## config.mk

```make
export PLATFORM = sky130hd
export DESIGN_NAME = rxrsp_arb
export DESIGN_NICKNAME = d
export VERILOG_FILES = /design/src/rtl/rxrsp_arb_pkg.sv /design/src/rtl/rr_pick.sv /design/src/rtl/rxrsp_arb.sv
export SDC_FILE = /design/constraint.sdc
export NUM_CORES = 1
export LEC_CHECK = 0
export CAP_MARGIN = 40
export CORE_MARGIN = 2
export CORE_UTILIZATION = 46
export CTS_BUF_LIST = sky130_fd_sc_hd__clkbuf_4 sky130_fd_sc_hd__clkbuf_8
export DETAILED_ROUTE_END_ITERATION = 12
export PLACE_DENSITY = 0.86
export SLEW_MARGIN = 20
export SYNTH_ARGS = -nofsm -noshare
export SYNTH_HDL_FRONTEND = slang
export SYNTH_HIERARCHICAL = 1
export SYNTH_SLANG_ARGS = --single-unit
```

## constraint.sdc

```tcl
create_clock -name clock -period 6.1 [get_ports clock]
set_input_delay 1.525 -clock clock [delete_from_list [all_inputs] [get_ports clock]]
set_output_delay 1.525 -clock clock [all_outputs]
set_load 0.005 [all_outputs]
```

## src/rtl/rxrsp_arb_pkg.sv

```systemverilog
// Shared types and constants for the RXRSP response arbiter and related channel arbiters.
package rxrsp_arb_pkg;

  // Default width of the per-source accepted-flit counters.
  localparam int RXRSP_ARB_CNT_W = 16;

  // Response flit as carried on the RXRSP channel.
  typedef struct packed {
    logic [3:0] opcode;
    logic [1:0] resp;
    logic [1:0] resp_err;
    logic [7:0] txn_id;
  } rspflit_t;

  // Index width for n sources, never below one bit.
  function automatic int idx_w(input int n);
    return (n > 1) ? $clog2(n) : 1;
  endfunction

endpackage

```

## src/rtl/rr_pick.sv

```systemverilog
// Rotate-priority find-first: returns the first set request at or after ptr,
// wrapping past NUM_REQ-1 to 0. Purely combinational, shared by channel arbiters.
module rr_pick
  import rxrsp_arb_pkg::*;
#(
  parameter int NUM_REQ = 4,
  parameter int IDX_W   = idx_w(NUM_REQ)
) (
  input  logic [NUM_REQ-1:0] req,
  input  logic [IDX_W-1:0]   ptr,
  output logic [IDX_W-1:0]   sel,
  output logic               any
);

  // Scan offsets from the farthest to the nearest so the nearest set request wins.
  always_comb begin
    int idx;
    sel = '0;
    any = 1'b0;
    idx = 0;
    for (int k = NUM_REQ - 1; k >= 0; k--) begin
      idx = int'(ptr) + k;
      if (idx >= NUM_REQ) idx = idx - NUM_REQ;
      if (req[idx]) begin
        sel = IDX_W'(idx);
        any = 1'b1;
      end
    end
  end

endmodule

```

## src/rtl/rxrsp_arb.sv

```systemverilog
// Round-robin scheduler feeding the RXRSP pipe slice from NUM_REQ response sources.
// Zero-latency and unbuffered; the downstream slice provides the register stage.
//
// Handshake: a flit moves on a cycle where out_valid & out_ready are both high
// (flush forces out_valid low). Once out_valid is raised for a source and not
// accepted, the grant is locked to that source and its flit must stay stable
// until accepted or flushed; req_ready[i] mirrors that transfer for source i.
module rxrsp_arb
  import rxrsp_arb_pkg::*;
#(
  parameter int NUM_REQ = 4,
  parameter int CNT_W   = RXRSP_ARB_CNT_W,
  parameter int IDX_W   = idx_w(NUM_REQ)
) (
  input  logic                            clock,
  input  logic                            reset,
  input  logic                            flush,
  input  logic [NUM_REQ-1:0]              src_en,
  input  logic [NUM_REQ-1:0]              req_valid,
  output logic [NUM_REQ-1:0]              req_ready,
  input  rspflit_t [NUM_REQ-1:0]          req_flit,
  output logic                            out_valid,
  input  logic                            out_ready,
  output rspflit_t                        out_flit,
  output logic [IDX_W-1:0]                out_src,
  output logic [NUM_REQ-1:0][CNT_W-1:0]   gnt_cnt
);

  logic [IDX_W-1:0]              ptr_q;
  logic                          lock_q;
  logic [IDX_W-1:0]              lock_idx_q;
  logic [NUM_REQ-1:0][CNT_W-1:0] gnt_cnt_q;

  logic [NUM_REQ-1:0] elig;
  logic [IDX_W-1:0]   pick_sel;
  logic               pick_any;
  logic [IDX_W-1:0]   sel;
  logic               raw_valid;
  logic               xfer;
  logic               stall;
  logic [IDX_W-1:0]   ptr_nxt;

  assign elig = req_valid & src_en;

  rr_pick #(
    .NUM_REQ (NUM_REQ),
    .IDX_W   (IDX_W)
  ) u_pick (
    .req (elig),
    .ptr (ptr_q),
    .sel (pick_sel),
    .any (pick_any)
  );

  // A locked grant ignores the enable mask so a pending flit is never revoked.
  always_comb begin
    sel       = lock_q ? lock_idx_q : pick_sel;
    raw_valid = lock_q ? req_valid[lock_idx_q] : pick_any;
    out_valid = raw_valid & ~flush & ~reset;
    xfer      = out_valid & out_ready;
    stall     = out_valid & ~out_ready;
    ptr_nxt   = (sel == IDX_W'(NUM_REQ - 1)) ? '0 : sel + IDX_W'(1);
    out_flit  = req_flit[sel];
    out_src   = sel;
  end

  // Accept strobe back to the granted source only.
  always_comb begin
    req_ready = '0;
    for (int i = 0; i < NUM_REQ; i++) begin
      req_ready[i] = xfer & (sel == IDX_W'(i));
    end
  end

  // Pointer, lock and counter state; flush outranks transfer and stall.
  always_ff @(posedge clock) begin
    if (reset) begin
      ptr_q      <= '0;
      lock_q     <= 1'b0;
      lock_idx_q <= '0;
      gnt_cnt_q  <= '0;
    end else if (flush) begin
      lock_q <= 1'b0;
    end else if (xfer) begin
      ptr_q  <= ptr_nxt;
      lock_q <= 1'b0;
      if (gnt_cnt_q[sel] != '1) begin
        gnt_cnt_q[sel] <= gnt_cnt_q[sel] + CNT_W'(1);
      end
    end else if (stall) begin
      lock_q     <= 1'b1;
      lock_idx_q <= sel;
    end
  end

  assign gnt_cnt = gnt_cnt_q;

  // At most one source may be accepted per cycle.
  always_ff @(posedge clock) begin
    if (!reset) begin
      assert ($onehot0(req_ready))
        else $error("rxrsp_arb: req_ready not onehot0: %b", req_ready);
    end
  end

  // A locked grant presents the same flit as the stalled cycle before it.
  assert property (@(posedge clock) disable iff (reset)
                   lock_q |-> (out_flit == $past(out_flit)))
    else $error("rxrsp_arb: out_flit changed while locked");

endmodule

```

==> Word level (Yosys, flattened, before mapping) <==
Index checks and enable logic that the tools add are counted.
{ "classes": {"addsub": 9, "order_cmp": 11, "n_eq_ne": 4, "mux": 36, "bitwise": 13, "reduce_logical": 6} }
{ "ops": {"columns": ["op", "n"], "rows": [
  ["32-bit by 4-bit < comparator with 1-bit output (second input constant)", 4],
  ["32-bit 2-to-1 mux", 4],
  ["32-bit by 4-bit >= comparator with 1-bit output (second input constant)", 3],
  ["32-bit by 4-bit subtractor with 32-bit output (second input constant)", 3],
  ["16-bit binary-select mux with 2-bit select", 2],
  ["64-bit bitwise mux", 1],
  ["16-bit 2-to-1 mux", 3],
  ["16-bit demux with 2-bit select", 1],
  ["16-bit by 1-bit adder with 16-bit output (second input constant)", 1],
  ["16-bit inequality test (second input constant)", 1],
  ["1-bit 2-to-1 mux", 14],
  ["2-bit 2-to-1 mux", 6],
  ["1-bit binary-select mux with 2-bit select", 5],
  ["1-bit bitwise AND", 8],
  ["2-bit by 2-bit adder with 3-bit output (second input constant)", 2],
  ["2-bit by 3-bit < comparator with 1-bit output (second input constant)", 2],
  ["3-bit AND reduction", 2],
  ["4-bit bitwise AND", 1],
  ["2-bit == test (second input constant)", 2],
  ["1-bit NOT", 4],
  ["2-bit by 3-bit subtractor with 4-bit output (second input constant)", 1],
  ["2-bit by 1-bit adder with 3-bit output (second input constant)", 1],
  ["2-bit by 3-bit >= comparator with 1-bit output (second input constant)", 1],
  ["3-bit OR reduction", 1],
  ["other kinds (6)", 6]
]} }
{ "word_totals": {"register_bits": 69, "in_bits": 76, "out_inout_bits": 87, "wordCells": 86} }

==> Logic depth before layout (Yosys ltp) <==
{ "logic_depth": {"word_depth": 16, "mapped_depth": 18, "mapped_depth_nobuf": 14} }

==> Hierarchy <==
Netlist, hierarchy kept.
{ "modules_own_cells": {"columns": ["mod", "instances", "cells_each", "area_each_um2", "seq_area_each_um2"], "rows": [
  ["rxrsp_arb", 1, 506, 4131.5, 1381.3],
  ["rr_pick", 1, 13, 77.6, 0.0]
]} }

==> Worst setup path after synthesis <==
OpenSTA, ideal clock, no wires.
{ "synth_path": {"kind": "input to output", "start": "in src_en[3]", "end": "out req_ready[3]", "t_arrival_ns": 3.825, "required_time_ns": 4.575, "setup_slack_ns": 0.750, "path_stages": 11, "n_path_buf": 4, "path_cell_list": "and2_1 > mux2i_1 > a211oi_2 > mux2i_4 > inv_4 > buf_6 > clkbuf_1 > clkbuf_1 > clkbuf_1 > ha_1 > and3_1"} }
{ "synth_between": {"word_cells_on_any_way": 28} }
{ "synth_lines": {"columns": ["item", "line", "text"], "rows": [
  ["start, declared", "rxrsp_arb.sv:18", "input logic [NUM_REQ-1:0] src_en,"],
  ["4-bit bitwise AND (*)", "rxrsp_arb.sv:43", "assign elig = req_valid & src_en;"],
  ["1-bit binary-select mux with 2-bit select", "rr_pick.sv:24", "if (req[idx]) begin"],
  ["1-bit 2-to-1 mux (implied by the code) (2 in series)", "rr_pick.sv:24", null],
  ["2-bit 2-to-1 mux (3 in series)", "rr_pick.sv:24", null],
  ["2-bit 2-to-1 mux (*)", "rr_pick.sv:24", null],
  ["net pick_sel[0]", "rxrsp_arb.sv:35", "logic [IDX_W-1:0] pick_sel;"],
  ["2-bit 2-to-1 mux (*)", "rxrsp_arb.sv:57", "sel = lock_q ? lock_idx_q : pick_sel;"],
  ["net out_src[0]", "rxrsp_arb.sv:25", "output logic [IDX_W-1:0] out_src,"],
  ["2-bit == test (*)", "rxrsp_arb.sv:71", "req_ready[i] = xfer & (sel == IDX_W'(i));"],
  ["1-bit bitwise AND (*)", "rxrsp_arb.sv:71", null],
  ["end, declared", "rxrsp_arb.sv:20", "output logic [NUM_REQ-1:0] req_ready,"]
]} }
The timed path passes the listed nets; every way through them passes the cells marked *. The select of a mux whose other input is x is not followed.

==> Final worst setup path <==
{ "layout_path": {"start": "in req_valid[1]", "end": "out req_ready[3]"} }
{ "layout_between": {"word_cells_on_any_way": 30} }
{ "layout_lines": {"columns": ["item", "line", "text"], "rows": [
  ["start, declared", "rxrsp_arb.sv:19", "input logic [NUM_REQ-1:0] req_valid,"],
  ["4-bit bitwise AND (*)", "rxrsp_arb.sv:43", null],
  ["net elig[1]", "rxrsp_arb.sv:34", "logic [NUM_REQ-1:0] elig;"],
  ["1-bit binary-select mux with 2-bit select", "rr_pick.sv:24", null],
  ["1-bit 2-to-1 mux (implied by the code) (2 in series)", "rr_pick.sv:24", null],
  ["2-bit 2-to-1 mux (3 in series)", "rr_pick.sv:24", null],
  ["2-bit 2-to-1 mux (*)", "rr_pick.sv:24", null],
  ["net pick_sel[1]", "rxrsp_arb.sv:35", null],
  ["2-bit 2-to-1 mux (*)", "rxrsp_arb.sv:57", null],
  ["2-bit == test (*)", "rxrsp_arb.sv:71", null],
  ["1-bit bitwise AND (*)", "rxrsp_arb.sv:71", null]
]} }
Marks and branches as above.

==> flow_metrics.tcl <==
set metrics [dict create \
    r2r-end "gnt_cnt[59]" \
    coreArea_um2 8810 \
    io_buffers 162 \
    postSynthCellCount 519 \
    synthTopCellsByCount "nand2_1, nor2_1, dfxtp_1" \
    crit_path_max_fanout 30 \
    powerDensity_nw_per_um2 181 \
    cap_violations 0 \
    timing.final.setup_violations 0 \
    rrSetupSlack_ns 2.39 \
    synth_top_area_share_pct 32.8 \
    crit_required_ns 4.58 \
    final_nets 743 \
    postCtsSetupRepairBufs 0 \
    yosysTopAreaCell "dfxtp_1" \
    drive_above_1_share_pct 5.87 \
    io-pin-count 163 \
    clk_latency_ns 0.34 \
    rsz0062_at_grt "false" \
    syn_area_um2 4210 \
    status "complete, no violations" \
    grt_max_degree 71 \
    synth_warnings 6 \
    fillers 701 \
    synthTopCellsByArea "dfxtp_1, mux2i_1, nand2_1" \
    r2r-start "ptr_q[1]" \
    antenna_found_initial 0 \
    reg2regPathDepth 15 \
    worstSetupStartpointType "input pin" \
    numClockSinks 69 \
    h-tree-depth 3 \
    post-route-min-period_ns 5.66 \
    wire_per_inst_um 16.4 \
    synthToLayoutAreaGrowth_pct 41.7 \
    fin_ws_ns 0.440 \
    clock_skew_ns 0.0104 \
    cts_tree "built" \
    totalNegativeSetupSlack_ns 0 \
    overflow 0 \
    grt_pass1_wl_um 19900 \
    slew_viol_final 0 \
    die_w_um 99.7 \
    crit_top_cell "clkdlybuf4s50_1" \
    slowest_stage "clkdlybuf4s50_1" \
    cts-root-buf "clkbuf_8" \
    dieArea_um2 9930 \
    syn_nets 600 \
    start_util_pct 47.8 \
    avgSynthCellArea_um2 8.11 \
    critPathKind "in2out" \
    min_to "gnt_cnt[16]" \
    worst-path-buf-inv 3 \
    path_cells "clkdlybuf4s50_1, and2_1, nor3b_1, a211oi_1, nor2_1, mux2i_4, inv_2, ha_1, and3_1, clkdlybuf4s50_1" \
    gr-usage-all-layers_pct 24.7 \
    synth_seq_cells 69 \
    cts_buffers 9 \
    gp_congestion 0.906 \
    antenna_left 0 \
    hold_buffers 0 \
    slowest_delay_ns 0.53 \
    num_vias 4274 \
    firstDrtPassIters 4 \
    hold_violations 0 \
    final.period_utilization_pct 92.8 \
    grt_pass1_vias 4148 \
    synth_edf_count 0 \
    hold_class "reg2reg" \
    worst_slew_pin_slew_ns 0.731 \
    drt_iter0_markers 191 \
    drcViolationCount 0 \
    ys.flop_type "dfxtp_1" \
    fmax_mhz 177 \
    clk_path_buf_depth 2 \
    diodes 0 \
    async_flop_share_pct 0 \
    cp_top_family "buffers and inverters" \
    synth_cell_type_count 42 \
    cts-resized-gates 0 \
    crit_path_end_kind "output pin" \
    place_ws_ns 0.453 \
    ys_seq_area_share_pct 32.8 \
    post-dp-hpwl_um 8930 \
    synth_most_common_cell "nand2_1" \
    die_y_um 99.7 \
    totalWireLength_um 12700 \
    vdd_drop_max_mv 0.127 \
    hold_depth 2 \
    arrival_ns 4.14 \
    relSlewSlack_pct 51.3 \
    hold_start "gnt_cnt[16]" \
    path_clk_slew_ns 0.07 \
    row_count 34 \
    p_leak_nw 2.21 \
    via_per_inst 5.54 \
]
-- metal layers --
metal	part of all wire, %	global-route usage [%]
met5	0	0
met4	1.2	6.74
met1	42	29.9
met2	51	43.8
met3	6.0	5.83
-- area by class of cell --
class                           count  area (um2)  share of cell area, %
Inverter                            4        17.5                  0.294
Multi-Input combinational cell    405        2540                   42.7
Timing Repair Buffer              173        1700                   28.5
Sequential cell                    69        1380                   23.2
Clock inverter                      2        35.0                  0.587
Tap cell                          108         135                   2.27
Clock buffer                       11         151                   2.54
-- worst reg2reg max path: cells and delay by family (launching register included) --
family                     cells  cell delay, ns
AOI/OAI and AO/OA              3            0.49
adders and majority gates      1            0.24
buffers and inverters          3            0.91
DFF                            1            0.45
muxes                          4            0.88
and+or+nand+nor                4            0.60
-- worst max-delay path by stage --
| stage | startpoint | endpoint | cells after the start |
|---|---|---|---|
| after floorplan | src_en[3] | req_ready[3] | 11 |
| after global placement | req_valid[2] | out_flit[14] | 11 |
| after detailed placement | req_valid[1] | req_ready[3] | 10 |
| after CTS | req_valid[1] | req_ready[3] | 10 |
| after global routing | req_valid[2] | out_flit[0] | 11 |
| final | req_valid[1] | req_ready[3] | 10 |
-- kinds of logic after synthesis --
kind of cell / count (synthesis) / synth area share (%)
buffers and inverters: 45 / 6.75
AND/OR/NAND/NOR: 241 / 25.2
AO/OA/AOI/OAI: 76 / 13.0
flip-flops: 69 / 32.8
multiplexers: 69 / 17.7
adder cells (fa/ha/maj): 5 / 1.49
XOR/XNOR: 14 / 3.09
-- power by group --
| part | leakage [nW] | switching, mW | internal, mW |
|---|---|---|---|
| sequential | 0.557 | 0.00734 | 0.457 |
| clock | 0.0971 | 0.160 | 0.204 |
| combinational | 1.56 | 0.117 | 0.135 |
| total | 2.21 | 0.284 | 0.796 |
-- metrics by stage --
step | power [mW] | cells | hold slack (ns) | utilization [%] | instance area [um2]
floorplan | 0.602 | 519 | 0.505 | - | 4210
global placement | 0.720 | 759 | 0.500 | 65.6 | 5780
detailed placement | 0.726 | 759 | 0.508 | 65.6 | 5780
CTS | 1.08 | 772 | 0.518 | 67.7 | 5960
global route | 1.12 | 772 | 0.544 | 67.7 | 5960
finish | 1.08 | 772 | 0.517 | 67.7 | 5960
-- flip-flops by register name (all words and copies together), names as in the netlist --
name        count
lock_q          1
ptr_q           2
lock_idx_q      2
gnt_cnt        64
-- cell usage in the layout, fill, tap and decap left out, drive strengths merged --
cell type and n:
a32oi 1, mux2i 65, xor2 5, a31oi 22
and4b 1, nand3 5, xnor2 9, clkdlybuf4s50 161
and2 6, clkbuf 11, and3 29, nor2 79
nor3 1, dfxtp 69, a211oi 43, bufinv 1
clkinv 1, nand2b 4, ha 5, nor2b 2
mux4 1, mux2 3, and4 2, inv 4
o21ai 2, nor4 1, o21a 6, a21oi 1
nand2 107, o211ai 1, nand4 3, nor3b 1
buf 12
Note: power is estimated with default switching activity, not from simulation.
